==> src/rtl/load_store_unit32.sv <==
// RV32I load/store unit in front of a word-wide, single-write-enable data memory.
// Optional build macro: LSU_MISALIGN_CHECK_EN (fault on misaligned H/HU/W accesses).
module load_store_unit32 #(
  parameter int N = 32
) (
  input  logic         clk,
  input  logic         reset,
  input  logic         req_valid,
  output logic         req_ready,
  input  logic         req_we,
  input  logic [2:0]   req_funct3,
  input  logic [N-1:0] req_addr,
  input  logic [N-1:0] req_wdata,
  output logic         resp_valid,
  output logic [N-1:0] resp_rdata,
  output logic         resp_fault,
  output logic [N-1:0] mem_addr,
  output logic         mem_write_enable,
  output logic [N-1:0] mem_write_data,
  input  logic [N-1:0] mem_read_data
);

  typedef enum logic [1:0] {IDLE, ACCESS, MERGE_WR, RESP} state_t;

  state_t       state_q;
  logic         we_q;
  logic [2:0]   funct3_q;
  logic [N-1:0] addr_q;
  logic [N-1:0] wdata_q;
  logic [N-1:0] merged_q;
  logic         req_ready_q;
  logic         resp_valid_q;
  logic [N-1:0] resp_rdata_q;
  logic         resp_fault_q;

  logic         illegal_d;
  logic         misalign_d;
  logic         fault_d;
  logic [7:0]   byte_sel;
  logic [15:0]  half_sel;
  logic [N-1:0] load_fmt_d;
  logic [N-1:0] merged_d;
  logic         is_sw;

  // Stores only have B/H/W encodings; loads additionally allow BU/HU.
  always_comb begin
    illegal_d = 1'b0;
    if (req_funct3 == 3'b011)
      illegal_d = 1'b1;
    else if (req_we)
      illegal_d = req_funct3[2];
    else
      illegal_d = (req_funct3[2:1] == 2'b11);
  end

`ifdef LSU_MISALIGN_CHECK_EN
  always_comb begin
    misalign_d = 1'b0;
    if (req_funct3[1:0] == 2'b01)
      misalign_d = req_addr[0];
    else if (req_funct3[1:0] == 2'b10)
      misalign_d = (req_addr[1:0] != 2'b00);
  end
`else
  assign misalign_d = 1'b0;
`endif

  assign fault_d = illegal_d | misalign_d;

  assign byte_sel = mem_read_data[{addr_q[1:0], 3'b000} +: 8];
  assign half_sel = addr_q[1] ? mem_read_data[31:16] : mem_read_data[15:0];
  assign is_sw    = (funct3_q == 3'b010);

  always_comb begin
    load_fmt_d = '0;
    case (funct3_q)
      3'b000:  load_fmt_d = {{24{byte_sel[7]}}, byte_sel};
      3'b001:  load_fmt_d = {{16{half_sel[15]}}, half_sel};
      3'b010:  load_fmt_d = mem_read_data;
      3'b100:  load_fmt_d = {24'd0, byte_sel};
      3'b101:  load_fmt_d = {16'd0, half_sel};
      default: load_fmt_d = '0;
    endcase
  end

  // Sub-word store: keep the untouched lanes of the current word.
  always_comb begin
    merged_d = mem_read_data;
    if (funct3_q[1:0] == 2'b00)
      merged_d[{addr_q[1:0], 3'b000} +: 8] = wdata_q[7:0];
    else if (addr_q[1])
      merged_d[31:16] = wdata_q[15:0];
    else
      merged_d[15:0] = wdata_q[15:0];
  end

  always_ff @(posedge clk) begin
    if (reset) begin
      state_q      <= IDLE;
      we_q         <= 1'b0;
      funct3_q     <= 3'b000;
      addr_q       <= '0;
      wdata_q      <= '0;
      merged_q     <= '0;
      req_ready_q  <= 1'b1;
      resp_valid_q <= 1'b0;
      resp_rdata_q <= '0;
      resp_fault_q <= 1'b0;
    end else begin
      case (state_q)
        IDLE: begin
          if (req_valid) begin
            we_q         <= req_we;
            funct3_q     <= req_funct3;
            addr_q       <= req_addr;
            wdata_q      <= req_wdata;
            resp_rdata_q <= '0;
            resp_fault_q <= fault_d;
            req_ready_q  <= 1'b0;
            if (fault_d) begin
              state_q      <= RESP;
              resp_valid_q <= 1'b1;
            end else begin
              state_q <= ACCESS;
            end
          end
        end
        ACCESS: begin
          if (!we_q) begin
            resp_rdata_q <= load_fmt_d;
            resp_valid_q <= 1'b1;
            state_q      <= RESP;
          end else if (is_sw) begin
            resp_valid_q <= 1'b1;
            state_q      <= RESP;
          end else begin
            merged_q <= merged_d;
            state_q  <= MERGE_WR;
          end
        end
        MERGE_WR: begin
          resp_valid_q <= 1'b1;
          state_q      <= RESP;
        end
        RESP: begin
          resp_valid_q <= 1'b0;
          req_ready_q  <= 1'b1;
          state_q      <= IDLE;
        end
        default: state_q <= IDLE;
      endcase
    end
  end

  assign req_ready  = req_ready_q;
  assign resp_valid = resp_valid_q;
  assign resp_rdata = resp_rdata_q;
  assign resp_fault = resp_fault_q;

  // Memory side is decoded from state so the combinational read sees the address in ACCESS.
  assign mem_addr = (state_q == ACCESS || state_q == MERGE_WR) ? {2'b00, addr_q[N-1:2]} : '0;

  always_comb begin
    mem_write_data = '0;
    if (state_q == ACCESS && we_q && is_sw)
      mem_write_data = wdata_q;
    else if (state_q == MERGE_WR)
      mem_write_data = merged_q;
  end

  assign mem_write_enable = !reset &&
                            ((state_q == ACCESS && we_q && is_sw) || state_q == MERGE_WR);

endmodule
==> config.mk <==
export PLATFORM = sky130hd
export DESIGN_NAME = load_store_unit32
export DESIGN_NICKNAME = d
export VERILOG_FILES = /design/src/rtl/load_store_unit32.sv
export SDC_FILE = /design/constraint.sdc
export NUM_CORES = 1
export LEC_CHECK = 0
export CORE_MARGIN = 2
export CORE_UTILIZATION = 52
export CTS_CLUSTER_SIZE = 20
export DETAILED_ROUTE_END_ITERATION = 10
export PLACE_DENSITY = 0.94
export SYNTH_ARGS = -nofsm -noshare
export SYNTH_HDL_FRONTEND = slang
export SYNTH_SLANG_ARGS = --single-unit
==> constraint.sdc <==
create_clock -name clk -period 3.81 [get_ports clk]
set_input_delay 0.762 -clock clk [delete_from_list [all_inputs] [get_ports clk]]
set_output_delay 0.762 -clock clk [all_outputs]
set_load 0.05 [all_outputs]
; ---- Yosys cells after proc, flatten, opt, wreduce, memory -nomap -nowiden
; Cells that the tools add are included.
[word_totals]
out_inout_bits = 100
inputBits = 103
regBits = 137
[classes]
n_addsub = 1
n_mux = 26
shifts = 3
n_bitwise = 1
eq_ne = 13
n_reduce_logical = 16
[ops]
columns = op, count
row1 = $mux 32, 5
row2 = $pmux 32 s5, 1
row3 = $pmux 32 s2, 1
row4 = $mux 16, 3
row5 = $bwmux 32, 1
row6 = $shift 8x7->32 const A, 1
row7 = $shiftx 32x6->8, 1
row8 = $shiftx 8x7->32, 1
row9 = $mux 30, 1
row10 = $mux 1, 9
row11 = $reduce_and 3->1, 3
row12 = $pmux 2 s4, 1
row13 = $neg 5->7, 1
row14 = $eq 2x2->1 const B, 3
row15 = $eq 3x2->1 const B, 2
row16 = $eq 3x3->1 const B, 2
row17 = $ne 2x2->1 const B, 3
row18 = $logic_not 2->1, 2
row19 = $mux 2, 2
row20 = $pmux 1 s4, 1
row21 = $reduce_and 2->1, 2
row22 = $reduce_bool 2->1, 2
row23 = $eq 3x1->1 const B, 1
row24 = $logic_and 1x1->1, 3
row25 = other kinds (7), 8

; ---- Logic depth before layout (Yosys ltp)
[logic_depth]
word_depth = 6
depth_mapped = 9

; ---- Worst setup path before layout
; OpenSTA, ideal clock, no wires.
[synth_path]
path_type = register -> output
from = register state_q[1]
to = output mem_write_data[24]
required_ps = 3048
arrival_ps = 2321
path_buffers = 2
slack_ps = 727
path_stages_with_launch = 8
cell_sequence = dfxtp_1 -> inv_1 -> ha_1 -> nand2_1 -> nor2_2 -> buf_4 -> buf_4 -> o21ai_0
[synth_via]
elab_chain_cells = 4
word_cells_on_any_way = 6
classes_between = eq/ne (2) / mux (2) / reduce/logical (2)
[synth_lines]
columns = item, line_no
row1 = "start, declared", 25  ; state_t state_q;
row2 = "start signal, assigned", 99  ; state_q <= IDLE;
row3 = "start signal, assigned", 121  ; state_q <= RESP;
row4 = "start signal, assigned", 124  ; state_q <= ACCESS;
row5 = $eq 2x1->1, 165  ; if (state_q == ACCESS && we_q && is_sw)
row6 = $logic_and 1x1->1 (2 in series), 165
row7 = $mux 32 *, 165
row8 = "end, declared", 19  ; output logic [N-1:0] mem_write_data,
; Every way passes the cells marked *; elsewhere a longest branch is shown, timed or not.

; ---- Worst setup path after layout
[layout_path]
from = register funct3_q[1]
to = output mem_write_data[20]
[layout_via]
elab_chain_cells = 3
[layout_lines]
columns = item, line_no
row1 = "start, declared", 27  ; logic [2:0] funct3_q;
row2 = "start signal, assigned", 114  ; funct3_q <= req_funct3;
row3 = $eq 3x2->1, 72  ; assign is_sw = (funct3_q == 3'b010);
row4 = $logic_and 1x1->1, 165
row5 = $mux 32, 165
; Every way passes these cells.

==> flow_metrics.env <==
export IMPL_worstPathRequired_ns=3.05
export IMPL_tightest_slew_ns=0.928
export IMPL_syn_area_per_cell_sq_um=8.04
export IMPL_critPathKind="reg -> out"
export IMPL_crit_start="funct3_q[1]$_SDFFE_PP0P_"
export IMPL_final_core_util_pct=71.9
export IMPL_first_iter_violations=1080
export IMPL_pwr_share_seq_pct=31.8
export IMPL_antenna_found_initial=0
export IMPL_p_per_area_mw_per_mm2=614
export IMPL_timing_final_max_slew_violations=0
export IMPL_ys_ff_latch=137
export IMPL_cts_setup_buffers=0
export IMPL_dp_hpwl_mm=15.4
export IMPL_grt_max_degree=80
export IMPL_slew_headroom_pct=38.1
export IMPL_timing_rr_start="funct3_q[0]$_SDFFE_PP0P_"
export IMPL_fp_row_count=42
export IMPL_drt_wl_total_mm=22.2
export IMPL_fin_crit_ns=3.74
export IMPL_cts_tree="yes"
export IMPL_swShare_pct=40.6
export IMPL_h_tree_depth=4
export IMPL_syn_to_final_growth_pct=36.1
export IMPL_stdcell_area_sq_mm=0.00948
export IMPL_start_util_pct=52.8
export IMPL_wl_per_cell_microns=18.3
export IMPL_arrival_ns=2.98
export IMPL_firstDrtPassIters=6
export IMPL_numClockSinks=137
export IMPL_cts_hold_fix_buffers=0
export IMPL_period_share_pct=98.2
export IMPL_finalPower_mw=5.83
export IMPL_clock_skew_ns=0.00495
export IMPL_clk_path_buf_depth=2
export IMPL_pin_count=203
export IMPL_n_antenna_cell=0
export IMPL_vdd_drop_max_v=0.000407
export IMPL_maxCapViolations=0
export IMPL_hold_viol_final=0
export IMPL_vias=7262
export IMPL_drtAntennaViolNets=0
export IMPL_grt_util_all_layers_pct=30.8
export IMPL_cts_root_buf="clkbuf_16"
export IMPL_p_leak_nw=3.38
export IMPL_grt_pass1_wl_mm=35.0
export IMPL_syn_inst=867
export IMPL_p_sw_mw=2.36
export IMPL_hp_class="reg -> reg"
export IMPL_die_h_microns=120
export IMPL_overflow=0
export IMPL_finalSetupTns_ns=0
export IMPL_synth_warnings=0
export IMPL_intPower_mw=3.46
export IMPL_post_route_drc_count=0
export IMPL_die_x_microns=120
export IMPL_io_buffers=200
export IMPL_pwr_share_comb_pct=39.9
export IMPL_placed_cell_area_sq_mm=0.00888
export IMPL_gp_congestion=0.950
export IMPL_fmax_ghz=0.267
export IMPL_nNetsFinal=1138
export IMPL_critPathLaunchType="flip-flop"
export IMPL_netlist_area_sq_mm=0.00697
export IMPL_clock_latency_ns=0.42
export IMPL_cp_end_kind="primary output"
export IMPL_coreArea_sq_mm=0.0132
export IMPL_avgViaCountPerCell=5.99
export IMPL_grt_pass1_vias=6692
export IMPL_cts_made_buffers=17
export IMPL_ys_types=56
export IMPL_synth_yosys_seq_area_share_pct=39.4
export IMPL_hp_start="addr_q[20]$_SDFFE_PP0P_"
export IMPL_critPathMaxFanout=36
export IMPL_clkPwrFrac_pct=28.2
export IMPL_fp_dieArea_sq_mm=0.0143
export IMPL_setup_violations=0
export IMPL_drive_gt1_share_pct=9.74
export IMPL_status="finished clean"
export IMPL_cts_reportedPaths_clkPinSlew_ns=0.06
-- area by class of cell --
| cell class | instances | area (sq um) |
|---|---|---|
| Multi-Input combinational cell | 647 | 3830 |
| Fill cell | 958 | 3710 |
| Tap cell | 176 | 220 |
| Timing Repair Buffer | 214 | 2070 |
| Clock buffer | 24 | 502 |
| Clock inverter | 7 | 90.1 |
| Sequential cell | 137 | 2740 |
| Inverter | 8 | 30.0 |
-- power groups by stage --
stage	Sequential, mW	Clock (mW)	Combinational, mW
after floorplan	2.00	0	1.51
after global placement	1.86	0	2.24
after detailed placement	1.88	0	2.29
after CTS	1.85	1.65	2.30
after global routing	1.88	1.73	2.49
final	1.85	1.64	2.33
-- worst max-delay path, stage by stage (launching register included) --
cell	delay, ns
dfxtp_1	0.54
or3b_4	0.49
nor2_4	0.11
buf_4	0.33
nand2_1	0.12
o21ai_0	0.11
clkdlybuf4s50_1	0.84
-- flip-flops by register name, summed over array words and instances (netlist names) --
register and count:
addr_q 32, funct3_q 3, merged_q 32, req_ready 1, resp_fault 1, resp_rdata 32, resp_valid 1, state_q 2
wdata_q 32, we_q 1
-- cells in the mapped netlist (all sizes together) --
master	instances	area (sq um)
nor2	29	114
o21ba	1	10.0
nand4b	1	15.0
o21ai	42	214
nand4bb	1	11.3
nor4b	1	23.8
mux2i	25	250
mux2	8	90.1
nor3b	1	18.8
conb	1	3.75
o31ai	4	48.8
buf	41	248
nor4bb	1	10.0
a32oi	8	70.1
a21o	1	7.51
a22oi	17	128
nand3	2	20.0
nor3	17	85.1
o211ai	3	36.3
a21oi	90	454
ha	10	125
a221oi	56	559
a311oi	1	15.0
or3b	1	11.3
a21boi	1	7.51
a31oi	1	6.26
o21bai	2	18.8
a222oi	7	70.1
nand2b	3	18.8
a41o	1	10.0
inv	8	30.0
a211o	16	140
nand2	255	957
nor2b	2	12.5
mux4	1	22.5
clkbuf	35	133
or2	2	12.5
dfxtp	137	2740
and4b	1	10.0
and2	31	194
a211oi	2	15.0
-- final timing paths --
| path | slack (ns) | end | cells past startpoint |
|---|---|---|---|
| max | 0.07 | mem_write_data[20] | 6 |
| min | 0.45 | addr_q[20]$_SDFFE_PP0P_ | 2 |
| max reg2reg | 1.28 | merged_q[23]$_SDFFE_PP0P_ | 4 |
| min reg2reg | 0.45 | addr_q[20]$_SDFFE_PP0P_ | 2 |
-- routing by layer --
metal  vias to the layer above  GRT usage, %  routed length (microns)
li1                       3377             -                        -
met1                      3369          39.7                     8690
met2                       436          47.8                    10100
met3                        80          10.4                     2730
met4                         0          12.0                      775
met5                         -             0                        0
-- through the flow --
| step | cells | setup WS [ns] | hold WS (ns) |
|---|---|---|---|
| 4_1_cts | 1213 | 0.0757 | 0.450 |
| 3_3_place_gp | 1182 | 0.690 | 0.436 |
| 5_1_grt | 1213 | -0.101 | 0.466 |
| 3_5_place_dp | 1182 | 0.619 | 0.442 |
| 6_report | 1213 | 0.0700 | 0.450 |
| 2_1_floorplan | 868 | 0.727 | 0.432 |
-- cell families (layout without fill, tap and decap cells) --
| kind of cell | after synthesis | count (layout) | share of synthesized area (%) |
|---|---|---|---|
| and+or+nand+nor | 348 | 348 | 21.7 |
| AOI/OAI and AO/OA | 253 | 253 | 26.0 |
| DFF | 137 | 137 | 39.4 |
| buffers and inverters | 84 | 253 | 5.89 |
| muxes | 34 | 34 | 5.21 |
| adders and majority gates | 10 | 10 | 1.80 |
| other | 1 | 2 | 0.0538 |
-- layout by cell type (no fill, tap or decap), types with 25 or more instances in the layout --
cell type / synthesis / final
dfxtp_1: 137 / 137
nand2_1: 255 / 254
mux2i_1: 25 / 25
nor2_1: 27 / 27
a221oi_1: 45 / 45
clkdlybuf4s50_1: 0 / 177
and2_1: 31 / 30
buf_4: 11 / 33
a21oi_1: 89 / 89
o21ai_0: 31 / 31
-- what timing repair did --
| item | CTS | global route |
|---|---|---|
| hold endpoints to repair | 0 | 0 |
| setup endpoints to repair | 0 | 4 |
| gates resized for setup | 0 | 4 |
No activity file was read; power rests on OpenSTA's default activity.
